**src/rtl/sisd_pkg.sv**
```systemverilog
// Shared definitions for the SISD core: sequencer state encoding, word width
// and the default PC / halt constants.
package sisd_pkg;

   localparam int WORD_W = 32;

   localparam logic [WORD_W-1:0] DFLT_RESET_PC  = 32'h0000_0000;
   localparam logic [WORD_W-1:0] DFLT_PC_STEP   = 32'd1;
   localparam logic [WORD_W-1:0] DFLT_HALT_WORD = 32'hFFFF_FFFF;

   typedef enum logic [2:0] {
      ST_IDLE   = 3'd0,
      ST_FETCH  = 3'd1,
      ST_DECODE = 3'd2,
      ST_EXEC   = 3'd3,
      ST_MEM    = 3'd4,
      ST_WB     = 3'd5,
      ST_HALT   = 3'd6
   } seq_state_e;

endpackage

```
**src/rtl/instr_sequencer_pc_unit.sv**
```systemverilog
// Program counter register: loads the jump target or steps sequentially
// (wrapping modulo 2^32) whenever the sequencer retires an instruction.
module pc_unit
   import sisd_pkg::*;
#(
   parameter logic [WORD_W-1:0] RESET_PC = DFLT_RESET_PC,
   parameter logic [WORD_W-1:0] PC_STEP  = DFLT_PC_STEP
) (
   input  logic              clk,
   input  logic              rst,
   input  logic              update,
   input  logic              jump_en,
   input  logic [WORD_W-1:0] jump_address,
   output logic [WORD_W-1:0] pc
);

   logic [WORD_W-1:0] pc_d;
   logic [WORD_W-1:0] pc_q;

   always_comb begin
      pc_d = pc_q;
      if (update) begin
         pc_d = jump_en ? jump_address : (pc_q + PC_STEP);
      end
   end

   always_ff @(posedge clk or posedge rst) begin
      if (rst) begin
         pc_q <= RESET_PC;
      end else begin
         pc_q <= pc_d;
      end
   end

   assign pc = pc_q;

endmodule

```
**src/rtl/instr_sequencer.sv**
```systemverilog
// Multi-cycle fetch/decode/execute/memory/writeback sequencer. One instruction
// in flight; every output is a flop or a decode of the state register.
module instr_sequencer
   import sisd_pkg::*;
#(
   parameter logic [WORD_W-1:0] RESET_PC  = DFLT_RESET_PC,
   parameter logic [WORD_W-1:0] PC_STEP   = DFLT_PC_STEP,
   parameter logic [WORD_W-1:0] HALT_WORD = DFLT_HALT_WORD
) (
   input  logic              clk,
   input  logic              rst,
   input  logic              run,
   output logic              imem_req,
   output logic [WORD_W-1:0] imem_addr,
   input  logic              imem_ready,
   input  logic [WORD_W-1:0] imem_rdata,
   output logic [WORD_W-1:0] instruction,
   input  logic              reg_write_enable,
   input  logic              mem_load,
   input  logic              mem_store,
   input  logic              jump_en,
   input  logic [WORD_W-1:0] jump_address,
   output logic              alu_en,
   output logic              dmem_req,
   output logic              dmem_we,
   input  logic              dmem_ready,
   output logic              rf_we,
   output logic [WORD_W-1:0] pc,
   output logic              halted
);

   seq_state_e        state_d, state_q;
   logic [WORD_W-1:0] instr_d, instr_q;
   logic              dmem_we_d, dmem_we_q;
   logic              rf_we_d, rf_we_q;
   logic              pc_update;

   always_comb begin
      state_d   = state_q;
      instr_d   = instr_q;
      dmem_we_d = 1'b0;
      rf_we_d   = 1'b0;
      pc_update = 1'b0;
      case (state_q)
         ST_IDLE: begin
            if (run) state_d = ST_FETCH;
         end
         ST_FETCH: begin
            if (imem_ready) begin
               if (imem_rdata == HALT_WORD) begin
                  state_d = ST_HALT;
               end else begin
                  instr_d = imem_rdata;
                  state_d = ST_DECODE;
               end
            end
         end
         ST_DECODE: state_d = ST_EXEC;
         ST_EXEC: begin
            // Direction and write strobe are captured on entry so they stay
            // stable for the whole MEM/WB window without an input-to-output path.
            if (mem_load || mem_store) begin
               state_d   = ST_MEM;
               dmem_we_d = mem_store & ~mem_load;
            end else begin
               state_d = ST_WB;
               rf_we_d = reg_write_enable;
            end
         end
         ST_MEM: begin
            if (dmem_ready) begin
               state_d = ST_WB;
               rf_we_d = reg_write_enable;
            end else begin
               dmem_we_d = dmem_we_q;
            end
         end
         ST_WB: begin
            pc_update = 1'b1;
            state_d   = run ? ST_FETCH : ST_IDLE;
         end
         ST_HALT: state_d = ST_HALT;
         default: state_d = ST_IDLE;
      endcase
   end

   always_ff @(posedge clk or posedge rst) begin
      if (rst) begin
         state_q   <= ST_IDLE;
         instr_q   <= '0;
         dmem_we_q <= 1'b0;
         rf_we_q   <= 1'b0;
      end else begin
         state_q   <= state_d;
         instr_q   <= instr_d;
         dmem_we_q <= dmem_we_d;
         rf_we_q   <= rf_we_d;
      end
   end

   pc_unit #(
      .RESET_PC (RESET_PC),
      .PC_STEP  (PC_STEP)
   ) u_pc_unit (
      .clk          (clk),
      .rst          (rst),
      .update       (pc_update),
      .jump_en      (jump_en),
      .jump_address (jump_address),
      .pc           (pc)
   );

   assign imem_req    = (state_q == ST_FETCH);
   assign imem_addr   = pc;
   assign instruction = instr_q;
   assign alu_en      = (state_q == ST_EXEC);
   assign dmem_req    = (state_q == ST_MEM);
   assign dmem_we     = dmem_we_q;
   assign rf_we       = rf_we_q;
   assign halted      = (state_q == ST_HALT);

endmodule

```
**config.mk**
```make
export PLATFORM = sky130hd
export DESIGN_NAME = instr_sequencer
export DESIGN_NICKNAME = d
export VERILOG_FILES = /design/src/rtl/sisd_pkg.sv /design/src/rtl/instr_sequencer_pc_unit.sv /design/src/rtl/instr_sequencer.sv
export SDC_FILE = /design/constraint.sdc
export NUM_CORES = 1
export LEC_CHECK = 0
export ABC_AREA = 0
export CELL_PAD_IN_SITES_DETAIL_PLACEMENT = 0
export CELL_PAD_IN_SITES_GLOBAL_PLACEMENT = 2
export CORE_ASPECT_RATIO = 0.75
export CORE_UTILIZATION = 25
export CTS_BUF_LIST = sky130_fd_sc_hd__clkbuf_16
export DETAILED_ROUTE_END_ITERATION = 8
export PLACE_DENSITY_LB_ADDON = 0.1
export SYNTH_ARGS = -nofsm -noshare
export SYNTH_HDL_FRONTEND = slang
export SYNTH_HIERARCHICAL = 1
export SYNTH_SLANG_ARGS = --single-unit
```
**constraint.sdc**
```tcl
create_clock -name clk -period 2.6 [get_ports clk]
set_clock_uncertainty 0.2 [all_clocks]
set_input_delay 0.78 -clock clk [delete_from_list [all_inputs] [get_ports clk]]
set_output_delay 0.78 -clock clk [all_outputs]
set_load 0.02 [all_outputs]
```
==> results.json <==
{
  "wl_per_cell_um": 16.96,
  "die_y_um": 111.2,
  "p_comb_share_pct": 55.2,
  "use_met2_pct": 24.62,
  "ff2ff_setup_slack_ns": 0.22,
  "post-route-util_pct": 41.30,
  "cp_num_cells": 1,
  "intPower_mw": 4.522,
  "fmax_ghz": 0.4008,
  "netlist_instances": 396,
  "cp_top_family": "buffers and inverters",
  "powerDensity_nw_per_um2": 1196,
  "cp-end-kind": "output pin",
  "ios": 175,
  "status": "finished, final reports clean",
  "period_share_pct": 95.96,
  "hold_depth": 1,
  "slew_viol_final": 0,
  "drtAntennaViolNets": 0,
  "worstMarginPinSlew_ns": 0.5067,
  "cts_root_buf": "clkbuf_16",
  "arrival_ns": 1.52,
  "cts_setup_buffers": 0,
  "clockBufferDepth": 2,
  "power.share.sequential_pct": 28.0,
  "yosysWarnings": 6,
  "synth-adder-area-share_pct": 0.3147,
  "routed_wirelength_um": 13280,
  "avgSynthCellArea_sq_um": 10.04,
  "final_period_minus_worst_setup_slack_ns": 2.495,
  "max_stage_delay_ns": 0.67,
  "start_util_pct": 25.87,
  "post-dp-hpwl_um": 9870,
  "maxCapViolCount": 0,
  "hp-class": "reg2reg",
  "grt-ovfl-total": 0,
  "drive_gt1_share_pct": 19.38,
  "grt_use_met1_pct": 23.90,
  "worst_skew_pair.late_latency_ns": 0.34,
  "yosys.cell_count.top_type": "dfrtp_1",
  "power.leakage_nw": 2.550,
  "gp_congestion": 0.7648,
  "swShare_pct": 40.47,
  "synth_top_family_by_area": "simple AND/OR/NAND/NOR gates",
  "critPathKind": "reg2out",
  "finalPower_mw": 7.596,
  "gr-usage-met3_pct": 4.527,
  "grt_pass1_vias": 3729,
  "syn-cell-area_sq_um": 3976,
  "grtUsageTotal_pct": 16.67,
  "antenna_found_initial": 0,
  "clock_sinks": 69,
  "synth_top_area_share_pct": 43.42,
  "critPathBufInv": 1,
  "cts_hold_buf": 0,
  "ys_async_sr_fraction_pct": 100.0,
  "crit_slowest_cell": "clkdlybuf4s50_1",
  "die_w_um": 147.6,
  "p_clk_share_pct": 16.8,
  "pre_cts_ws_ns": -0.1951,
  "netlist_top_cells_area": "dfrtp_1, mux2_4, buf_4",
  "clk_pin_slew_ns": 0.06,
  "dp.cells": 767,
  "synth-main-ff-cell": "dfrtp_1",
  "ys_seq_area_share_pct": 43.42,
  "synthXorXnorAreaFrac_pct": 0,
  "yosys.area_share.simple_pct": 17.62,
  "drt_iter0_drc": 176,
  "synth_compound_area_share_pct": 15.86,
  "setup_tns_ns": 0,
  "syn-num-nets": 470,
  "synth_seq_cells": 69,
  "synth_mux_area_share_pct": 12.65,
  "dieArea_sq_um": 16420,
  "yosys.cell_types.count": 55,
  "crit_required_ns": 1.62,
  "area_delta_synth_final_pct": 59.66,
  "drcViolationCount": 0,
  "grt_pass1_wl_um": 21050,
  "dr.pass1.iters": 4,
  "rsz0062_at_grt": "no",
  "io_buffers": 174,
  "core_area_sq_um": 15370,
  "reg2reg_depth": 5,
  "cts_tree": "yes",
  "switchingPower_mw": 3.074,
  "crit_chain": "clkdlybuf4s50_1",
  "synth_edf_count": 0,
  "hold_viol": 0,
  "grt-busiest-layer": "met2",
  "instances_no_fill": 783,
  "critical_path.max_fanout": 9,
  "num_antenna_cells": 0,
  "nNetsFinal": 647,
  "netlist.top_cell.by_area": "dfrtp_1",
  "ctsHtreeMaxLevel": 3,
  "yosys-top-cells-count": "dfrtp_1, a21oi_1, buf_4",
  "slew_headroom_pct": 66.22,
  "routed_via_density": 4.798,
  "ir_drop_mv": 0.4688,
  "rows": 39,
  "dr_total_vias": 3757,
  "cts_made_buffers": 9,
  "setup_violations": 0,
  "grt_max_degree": 47,
  "cp-start-kind": "flop",
  "layout_setup_ws_ns": 0.1049
}
-- logic make-up (layout without fill, tap and decap cells) --
kind of cell / count (synthesis) / count (layout)
adder cells (fa/ha/maj): 1 / 1
buffers and inverters: 68 / 250
multiplexers: 35 / 35
flip-flops: 69 / 69
AO/OA/AOI/OAI: 103 / 103
AND/OR/NAND/NOR: 120 / 120
-- placed cells by master (no fill, tap or decap), types with 3 or more instances in the layout --
master | synthesis | layout
clkdlybuf4s50_1 | 0 | 170
dfrtp_1 | 69 | 67
buf_4 | 33 | 46
a21oi_1 | 35 | 35
mux2_4 | 30 | 30
o21ai_0 | 25 | 25
nand2_1 | 21 | 21
nand4_1 | 17 | 17
nor2_1 | 15 | 15
nand3_1 | 12 | 12
inv_1 | 11 | 11
nor3_1 | 10 | 10
o22ai_1 | 10 | 10
clkbuf_16 | 0 | 9
or3_1 | 10 | 9
nor3b_1 | 5 | 5
a22oi_1 | 5 | 5
a211oi_1 | 5 | 5
dlygate4sd2_1 | 0 | 4
and4_1 | 4 | 4
nor4_1 | 5 | 4
nor2b_1 | 3 | 3
o31ai_1 | 3 | 3
mux2i_1 | 3 | 3
and3_1 | 3 | 3
inv_6 | 0 | 3
buf_12 | 0 | 3
or4_1 | 3 | 3
-- per-stage QoR --
stage,cell area (sq um),hold WS [ns]
after floorplan,3976,0.3229
after global placement,6026,0.2967
after detailed placement,6026,0.2937
after CTS,6327,0.3134
after global routing,6349,0.3238
final,6349,0.3088
-- path summary, 6_finish.rpt --
path                                       start               end
worst min-delay path             instruction[23]   instruction[23]
worst min register to register   instruction[23]   instruction[23]
min in group asynchronous                    rst  u_pc_unit/pc[29]
worst max register to register   u_pc_unit/pc[2]  u_pc_unit/pc[31]
max in group asynchronous                    rst        state_q[0]
worst max-delay path            u_pc_unit/pc[27]            pc[27]
-- power groups by stage --
stage	combinational [mW]	sequential (mW)	clock (mW)
6_report	4.20	2.12	1.28
3_3_place_gp	4.22	2.13	0
3_5_place_dp	4.22	2.14	0
5_1_grt	4.46	2.22	1.37
4_1_cts	4.23	2.13	1.33
2_1_floorplan	1.91	2.62	0
-- what timing repair did --
action | in CTS | in global routing
endpoints found under the setup margin | 4 | 4
pin swaps | 0 | 0
hold endpoints to repair | 0 | 0
gates resized for setup | 5 | 4
-- per-layer routing --
metal | vias up | wire length [um] | part of all wire, %
met5 | - | 0 | 0
met1 | 1811 | 6642 | 50
met2 | 127 | 5746 | 43
met3 | 10 | 771 | 5.8
met4 | 0 | 123 | 0.93
li1 | 1809 | - | -
-- layout make-up --
type                            instances  area, sq um
Tap cell                              205        256.5
Clock buffer                            9        225.2
Inverter                               11        41.29
Multi-Input combinational cell        259         1874
Sequential cell                        69         1729
Fill cell                            1524         9022
Timing Repair Buffer                  223         2142
Clock inverter                          7        80.08
-- state kept, by name, indices dropped and copies added (netlist names) --
| name | cells |
|---|---|
| dmem_we | 1 |
| u_pc_unit/pc | 32 |
| state_q | 3 |
| rf_we | 1 |
| instruction | 32 |
Note: power is estimated with default switching activity, not from simulation.
